### src/rtl/top_level_pkg.sv
// Shared definitions for the message-encryption engine: FSM states,
// memory map constants and the per-byte cipher/parity helper.
package top_level_pkg;

  typedef enum logic [2:0] {
    IDLE,
    LD_PRE,
    LD_TAP,
    LD_INIT,
    ENC,
    DONE
  } state_t;

  localparam logic [7:0] MSG_BASE   = 8'd0;
  localparam logic [7:0] PRE_ADDR   = 8'd61;
  localparam logic [7:0] TAP_ADDR   = 8'd62;
  localparam logic [7:0] SEED_ADDR  = 8'd63;
  localparam logic [7:0] OUT_BASE   = 8'd64;
  localparam int         NUM_BYTES  = 64;
  localparam logic [7:0] MSG_MAX    = 8'd61;
  localparam logic [7:0] ASCII_BIAS = 8'h20;

  // XOR the 7-bit payload with the keystream, then tag bit 7 with its parity.
  function automatic logic [7:0] enc_byte(input logic [6:0] p, input logic [6:0] s);
    logic [6:0] c;
    c = p ^ s;
    return {^c, c};
  endfunction

endpackage

### src/rtl/top_level_if.sv
// Start/Ack handshake between a controller (master) and the engine (slave).
interface top_level_if;
  logic Start;
  logic Ack;

  modport master (output Start, input Ack);
  modport slave  (input Start, output Ack);
endinterface

### src/rtl/top_level_data_mem.sv
// 256x8 data memory: combinational read, synchronous write, never reset.
module data_mem (
  input  logic       clk,
  input  logic       we,
  input  logic [7:0] waddr,
  input  logic [7:0] wdata,
  input  logic [7:0] raddr,
  output logic [7:0] rdata
);

  logic [7:0] Core [0:255];

  always @(posedge clk) begin
    if (we) Core[waddr] <= wdata;
  end

  assign rdata = Core[raddr];

endmodule

### src/rtl/top_level.sv
// Encryption engine: loads config from memory, then writes 64 LFSR-enciphered,
// parity-tagged bytes to the upper half of the memory and raises Ack.
module top_level
  import top_level_pkg::*;
(
  input  logic        Clk,
  input  logic        Reset,
  top_level_if.slave  ctl
);

  state_t     state;
  logic [5:0] idx;
  logic [6:0] lfsr;
  logic [7:0] pre;
  logic [6:0] taps;
  logic       ack;

  logic [7:0] rd_addr;
  logic [7:0] rd_data;
  logic [7:0] wr_addr;
  logic [7:0] wr_data;
  logic       wr_en;
  logic [7:0] msg_off;
  logic       msg_valid;
  logic [6:0] plain;

  data_mem DM1 (
    .clk   (Clk),
    .we    (wr_en),
    .waddr (wr_addr),
    .wdata (wr_data),
    .raddr (rd_addr),
    .rdata (rd_data)
  );

  // Message byte i-pre is in range only once the preamble is over and before the padding ends.
  always_comb begin
    msg_off   = {2'b00, idx} - pre;
    msg_valid = ({2'b00, idx} >= pre) && (msg_off <= (MSG_MAX - 8'd1));
    case (state)
      LD_PRE:  rd_addr = PRE_ADDR;
      LD_TAP:  rd_addr = TAP_ADDR;
      LD_INIT: rd_addr = SEED_ADDR;
      default: rd_addr = MSG_BASE + msg_off;
    endcase
    plain   = msg_valid ? (rd_data[6:0] - ASCII_BIAS[6:0]) : 7'd0;
    wr_en   = (state == ENC) && !ctl.Start;
    wr_addr = OUT_BASE + {2'b00, idx};
    wr_data = enc_byte(plain, lfsr);
  end

  // Abort via Start=1 outranks every other transition, including the last ENC step.
  always_ff @(posedge Clk or negedge Reset) begin
    if (!Reset) begin
      state <= IDLE;
      ack   <= 1'b0;
      idx   <= '0;
      lfsr  <= '0;
      pre   <= '0;
      taps  <= '0;
    end else if (state != IDLE && ctl.Start) begin
      state <= IDLE;
      ack   <= 1'b0;
    end else begin
      case (state)
        IDLE: begin
          if (!ctl.Start) state <= LD_PRE;
        end
        LD_PRE: begin
          pre   <= rd_data;
          state <= LD_TAP;
        end
        LD_TAP: begin
          taps  <= rd_data[6:0];
          state <= LD_INIT;
        end
        LD_INIT: begin
          lfsr  <= rd_data[6:0];
          idx   <= '0;
          state <= ENC;
        end
        ENC: begin
          lfsr <= {lfsr[5:0], ^(lfsr & taps)};
          idx  <= idx + 6'd1;
          if (idx == 6'(NUM_BYTES - 1)) begin
            state <= DONE;
            ack   <= 1'b1;
          end
        end
        DONE: begin
          ack <= 1'b1;
        end
        default: begin
          state <= IDLE;
          ack   <= 1'b0;
        end
      endcase
    end
  end

  assign ctl.Ack = ack;

endmodule

### src/flat_wrapper.sv
// flat-port wrapper written by rule: the top's interface ports become plain ports
module top_level_flat import top_level_pkg::*;
  (Clk, Reset, ctl_Start, ctl_Ack);
  top_level_if ctl_i ();
  input  logic Clk;
  input  logic Reset;
  input wire logic [$bits(ctl_i.Start)-1:0] ctl_Start;
  output wire logic [$bits(ctl_i.Ack)-1:0] ctl_Ack;
  assign ctl_i.Start = ctl_Start;
  assign ctl_Ack = ctl_i.Ack;
  top_level u_core (.Clk(Clk), .Reset(Reset), .ctl(ctl_i));
endmodule
### config.mk
export PLATFORM = sky130hd
export DESIGN_NAME = top_level_flat
export DESIGN_NICKNAME = d
export VERILOG_FILES = /design/src/rtl/top_level_pkg.sv /design/src/rtl/top_level_if.sv /design/src/rtl/top_level_data_mem.sv /design/src/rtl/top_level.sv /design/src/flat_wrapper.sv
export SDC_FILE = /design/constraint.sdc
export NUM_CORES = 1
export LEC_CHECK = 0
export CORE_AREA = 2 2 39 41
export CTS_BUF_LIST = sky130_fd_sc_hd__clkbuf_8
export CTS_CLUSTER_DIAMETER = 80
export DETAILED_ROUTE_END_ITERATION = 16
export DIE_AREA = 0 0 41 43
export PLACE_DENSITY = 0.59
export SLEW_MARGIN = 15
export SYNTH_ARGS = -nofsm -noshare
export SYNTH_HDL_FRONTEND = slang
export SYNTH_SLANG_ARGS = --single-unit
export TNS_END_PERCENT = 20
### constraint.sdc
create_clock -name Clk -period 2.08 [get_ports Clk]
set_input_delay 0.416 -clock Clk [delete_from_list [all_inputs] [get_ports Clk]]
set_output_delay 0.416 -clock Clk [all_outputs]
set_load 0.01 [all_outputs]
# Word-level counts from Yosys, hierarchy flattened
# Index checks and enable logic that the tools add are counted.
# Widths: inputs -> output; s select.
dict set report word_totals {
  regBits 10
  in_bits 3
}
dict set report op_classes {
  n_mux 8
  n_eq_ne 10
  reduce_logical 8
  addsub 1
  n_bitwise 1
}
# op n
set ops {}
lappend ops {{$pmux 3 s6} 1}
lappend ops {{$pmux 6 s2} 1}
lappend ops {{$mux 3} 3}
lappend ops {{$add 6x1->6 const B} 1}
lappend ops {{$eq 3x2->1 const B} 2}
lappend ops {{$eq 3x3->1 const B} 2}
lappend ops {{$eq 6x6->1 const B} 1}
lappend ops {{$ne 2x1->1 const B} 2}
lappend ops {{$reduce_and 2->1} 2}
lappend ops {{$reduce_or 4->1} 1}
lappend ops {{$eq 3x1->1 const B} 1}
lappend ops {{$logic_not 3->1} 1}
lappend ops {{$ne 3x2->1 const B} 1}
lappend ops {{$ne 3x3->1 const B} 1}
lappend ops {{$pmux 1 s3} 1}
lappend ops {{$reduce_and 3->1} 1}
lappend ops {{$reduce_bool 3->1} 1}
lappend ops {{$mux 1} 2}
lappend ops {{$reduce_bool 2->1} 1}
lappend ops {{$logic_and 1x1->1} 1}
lappend ops {{$not 1->1} 1}

# Longest topological paths before layout
# Gate-level depths: netlist of run 1.
dict set report logic_depth {
  ltp_word 4
  ltp_mapped 5
}

# Worst setup path after synthesis of run 1
# OpenSTA, ideal clock, no wires.
dict set report synth_path {
  path_type {input port to flip-flop}
  start {input ctl_Start}
  end {register u_core.idx[3]}
  setup_slack_ns 0.377
  path_buffers 2
  setup_ns 0.077
  required_time_ns 2.003
  arrival_time_ns 1.626
  stages 5
  cell_sequence {buf_2 -> or4b_4 -> buf_6 -> or3_1 -> a21oi_1}
}
dict set report synth_via {
  elab_chain_cells 3
}
# item line
set synth_lines {}
lappend synth_lines {{start, declared} flat_wrapper.sv:7} ;# input wire logic [$bits(ctl_i.Start)-1:0] ctl_Start;
lappend synth_lines {{$logic_and 1x1->1} top_level.sv:61} ;# end else if (state != IDLE && ctl.Start) begin
lappend synth_lines {{$not 1->1 (no line)} -}
lappend synth_lines {{$reduce_and 2->1 (no line)} -}
lappend synth_lines {{end signal, assigned} top_level.sv:84} ;# idx <= idx + 6'd1;
lappend synth_lines {{end, declared} top_level.sv:12} ;# logic [5:0] idx;
# No other way between the ends.
# A chain may end at the register's enable or synchronous reset.

# Worst setup path after layout of run 1
# Ends and elaborated chain as after synthesis.

==> impl_metrics.ini, run 1 <==
[sta]
finalMaxSlewViolations = 0
slew_headroom_pct = 67.8
worst_pin_slew_ns = 0.482
min_period_ns = 1.76
holdWs_ns = 0.507
period_share_pct = 84.4
finalSetupViolCount = 0
fin_skew_ns = 0.00108
final-hold-violation-count = 0
fmax_mhz = 570
rsz0062_at_grt = no
setup_tns_ns = 0

[die]
coreArea_um2 = 1380
pin_count = 4
die_area_um2 = 1760
start_util_pct = 40.1
die_x_um = 41
rows = 14
die_height_um = 43

[route]
vias = 444
dr.max_layer_used = met4
route.met3.wl_um = 49
via_per_inst = 5.62
routed_wl_mm = 1.04
dr.pass1.iters = 4
drc = 0
wl_per_cell_um = 13.2
wl_met1_um = 539
drt.antenna.violating_nets = 0
met2WireLength_um = 445
drt_iter0_drc = 12

[setup_path]
ff2ff_path_depth = 3
cp-end-kind = flip-flop
worst_r2r_endpoint = u_core.idx[3]
r2r_start = u_core.state[2]
cp_max_fo = 9
start_kind = primary input
cp.required_ns = 2.24
ff2ff_setup_slack_ns = 0.48
cp_data_arrival_time_ns = 1.92
path_class = in2reg

[synthesis]
syn_area_per_cell_um2 = 9.75
synth_ff_type = dfrtp_1
yosysMostFrequentCell = dfrtp_1
syn-cell-area_um2 = 556
async_flop_share_pct = 100
synth_cells = 57
yosys_warnings = 0
synth-seq-cells = 10
ys_seq_area_share_pct = 45.0
synth_area_leaders = dfrtp_1 (45%), buf_6 (4.1%), mux2i_1 (3.6%)
synth_edf_count = 0
synth_area_leader_cell = dfrtp_1
synth_nets = 61
synth_cell_types = 28
yosys-top-cells-count = dfrtp_1 (10), nand3_1 (4), nor2_1 (4)
synth_top_area_share_pct = 45.0

[clock_network]
cts_resized = 0
cts_setup_buffers = 0
ctsLongestPathBuffers = 2
cts_hold_buf = 0
cts.sinks = 10
cts.clk_slew.worst_paths_ns = 0.05
worstSkewPairLatency_ns = 0.24
root_buffer = clkbuf_8
cts_tree = done
cts_max_level = 1
numCtsBuffers = 3

[global_route]
grt.overflow.total = 0
antenna_found_initial = 0
grt_first_pass_wirelength_mm = 1.73
track_usage_pct = 14.9
grt_max_degree = 11
grt_pass1_vias = 390

[placement]
gp_congestion = 0.723
dp.final_hpwl_um = 702
io_buffers = 3

[layout]
diodes = 0
fin_nets = 68
areaGrowthSynthToFinish_pct = 17.3
fillerInstances = 127
drive_gt1_share_pct = 14.3

[worst_hold_path]
hold_path_class = in2async

[pwr]
comb_power_share_pct = 21.2
power_density_nw_per_um2 = 974
power_frac_seq_pct = 39.7
p_sw_mw = 0.173
p_leak_nw = 0.272
switching_share_pct = 27.3
intPower_mw = 0.462
peakVddDrop_mv = 0.360
pwr-share-clk_pct = 39.1

[run]
cap_violations = 0

[status]
status = completed
[placed cells by master, fill, tap and decap left out, types with 2 or more instances in the layout]
cell,instances
o21ai_1,3
a21oi_1,3
nand3_1,4
or3_1,3
clkdlybuf4s50_1,3
mux2i_1,2
inv_1,3
nor3_1,2
buf_4,3
clkbuf_8,4
nor2_1,4
o21ai_0,2
nand2_1,2
and3_1,2
dfrtp_1,10
[worst max-delay path, stage by stage]
cell	delay, ns
clkdlybuf4s50_1	0.44
or4b_4	0.55
or3_1	0.36
a21oi_1	0.15
[power by group through the flow]
stage                     Clock (mW)  Sequential (mW)  Combinational (mW)
after floorplan                    0            0.255              0.0873
after global placement             0            0.255               0.133
after detailed placement           0            0.255               0.134
after CTS                      0.252            0.252               0.135
after global routing           0.263            0.258               0.151
final                          0.248            0.252               0.135
[how the worst max path moves through the flow]
stage,slack (ns),to,start,cells after the start
floorplan,0.38,u_core.idx[3],ctl_Start,5
global placement,0.13,u_core.idx[3],ctl_Start,4
CTS,0.34,u_core.idx[3],ctl_Start,4
global route,0.26,u_core.idx[3],ctl_Start,4
detailed placement,0.10,u_core.idx[3],ctl_Start,4
finish,0.32,u_core.idx[3],ctl_Start,4
[sequential cells by signal, indices dropped and copies added (netlist names)]
register / count
u_core.idx: 6
u_core.ctl.Ack: 1
u_core.state: 3
[metrics by stage]
stage                     util [%]  setup slack [ns]  total power [mW]  std cells  area (um2)
final                         47.1             0.324             0.635         79         652
after global routing          47.1             0.258             0.671         79         652
after CTS                     47.1             0.341             0.639         79         652
after detailed placement      43.1             0.103             0.389         75         597
after global placement        43.1             0.127             0.388         75         597
after floorplan                  -             0.377             0.342         57         556
[layout make-up]
class / instances / area (um2) / area share, %
Clock buffer: 4 / 55.1 / 8.45
Inverter: 3 / 11.3 / 1.73
Multi-Input combinational cell: 40 / 263 / 40.3
Sequential cell: 10 / 250 / 38.4
Tap cell: 16 / 20.0 / 3.07
Timing Repair Buffer: 6 / 52.6 / 8.06
[per-layer routing]
layer | up-vias | track usage [%]
li1 | 223 | -
met1 | 205 | 23.0
met2 | 14 | 16.9
met3 | 2 | 3.14
met4 | 0 | 12.0
met5 | - | 0
[logic make-up after synthesis]
| logic type | share of synthesized area (%) |
|---|---|
| buffers and inverters | 7.66 |
| and+or+nand+nor | 23.9 |
| muxes | 3.60 |
| adders and majority gates | 2.25 |
| DFF | 45.0 |
| xor gates and xnor gates | 1.58 |
| AOI/OAI and AO/OA | 16.0 |
Note: power is estimated with default switching activity, not from simulation.
==> inputs of run 2 (changes only) <==
- PLACE_DENSITY: 0.59 -> 0.61
- clock period: 2.08 -> 1.5 ns (I/O delays scaled with it)
==> impl_metrics.ini, run 2 (synthesis gave the netlist of run 1 again) <==
[route]
via_per_inst = 5.63
drt.antenna.violating_nets = 0
dr.pass1.iters = 4
wl_per_cell_um = 13.0
routed_wl_mm = 1.08
vias = 467
drc = 0
drt_iter0_drc = 12

[pwr]
comb_power_share_pct = 22.6
power_density_nw_per_um2 = 1280
pwr-share-clk_pct = 38.3
switching_share_pct = 26.9
peakVddDrop_mv = 0.695
intPower_mw = 0.649
p_leak_nw = 0.294
p_sw_mw = 0.239
power_frac_seq_pct = 39.1
design_power_total_mw = 0.888

[layout]
fin_area_um2 = 694
final_cell_mix = dfrtp_1 (10), buf_4 (7)
fin_nets = 72
regMostFlops = u_core.idx
drive_gt1_share_pct = 23.9
final_common_cell = dfrtp_1
areaGrowthSynthToFinish_pct = 25.0
layout.cells.non_filler = 83
largest_reg_flops = 6
diodes = 0
final_util_pct = 50.2

[setup_path]
crit_slowest_cell = or4b_4
r2r_start = u_core.state[0]
cp_max_fo = 5
critical_path.startpoint = u_core.state[0]
cp_data_arrival_time_ns = 1.66
crit_buf_inv = 0
start_kind = flip-flop
cp-end-kind = flip-flop
crit_chain = or4b_4, or3_4, a21oi_2
ff2ff_setup_slack_ns = 0.008
slowest_delay_ns = 0.58
cp.required_ns = 1.67
cp_top_family = simple AND/OR/NAND/NOR gates
path_class = reg2reg

[sta]
worst_pin_slew_ns = 0.473
finalSetupViolCount = 0
rsz0062_at_grt = yes
holdWs_ns = 0.387
timing.final.ws_setup_ns = 0.00782
fin_skew_ns = 0.00314
final-hold-violation-count = 0
fmax_mhz = 670
min_period_ns = 1.49
period_share_pct = 99.5
finalMaxSlewViolations = 0
slew_headroom_pct = 68.4
setup_tns_ns = 0

[clock_network]
cts.clk_slew.worst_paths_ns = 0.05
cts_max_level = 1
cts_tree = done
numCtsBuffers = 3
worstSkewPairLatency_ns = 0.24
ctsLongestPathBuffers = 2
root_buffer = clkbuf_8
cts.sinks = 10

[placement]
io_buffers = 3
dp.final_hpwl_um = 749
place_inst = 77
place_area_um2 = 612
gp_congestion = 0.714
place_ws_ns = -0.298

[die]
rows = 14
pin_count = 4
die_x_um = 41
coreArea_um2 = 1380
die_area_um2 = 1760
start_util_pct = 40.1
die_height_um = 43

[global_route]
antenna_found_initial = 0
grt_max_degree = 11
grt.overflow.total = 0
grt_first_pass_wirelength_mm = 1.66
track_usage_pct = 14.8
grt_pass1_vias = 402

[worst_hold_path]
hold_path_class = in2async

[status]
status = completed

[run]
cap_violations = 0
run 2: final cells by class:
| type | instances | area, um2 |
|---|---|---|
| multi-input cells | 40 | 277 |
| repair buffers | 10 | 81.3 |
| well taps | 16 | 20.0 |
| fillers | 138 | 689 |
| inverters | 3 | 11.3 |
| clock buffers | 4 | 55.1 |
| flip-flops and latches | 10 | 250 |
run 2: final timing paths:
path	end	cells after the start
worst min register to register	u_core.idx[0]	1
worst min-delay path	u_core.state[0]	1
worst max register to register	u_core.idx[2]	3
worst max-delay path	u_core.idx[2]	3
max in group asynchronous	u_core.idx[5]	1
min in group Clk	u_core.idx[0]	1
run 2: repair_timing:
action	in CTS	in global routing
pin swaps	2	2
gates resized for setup	2	3
setup buffers	1	1
setup endpoints to repair	3	3
hold buffers	0	0
run 2: worst reg2reg max path: stages, from the launching register on:
cell	delay [ns]
dfrtp_1	0.38
or4b_4	0.58
or3_4	0.35
a21oi_2	0.12
run 2: layer usage:
layer,GRT usage (%),share of wire [%],vias to the layer above
li1,-,-,227
met1,17.8,48,228
met2,19.4,44,8
met3,6.28,4.2,4
met4,12.0,2.9,0
met5,0,0,-
run 2: power groups by stage:
stage / Clock (mW) / Combinational, mW / Sequential (mW)
finish: 0.340 / 0.201 / 0.347
global placement: 0 / 0.190 / 0.349
detailed placement: 0 / 0.197 / 0.352
global route: 0.362 / 0.223 / 0.354
floorplan: 0 / 0.121 / 0.354
CTS: 0.348 / 0.197 / 0.348
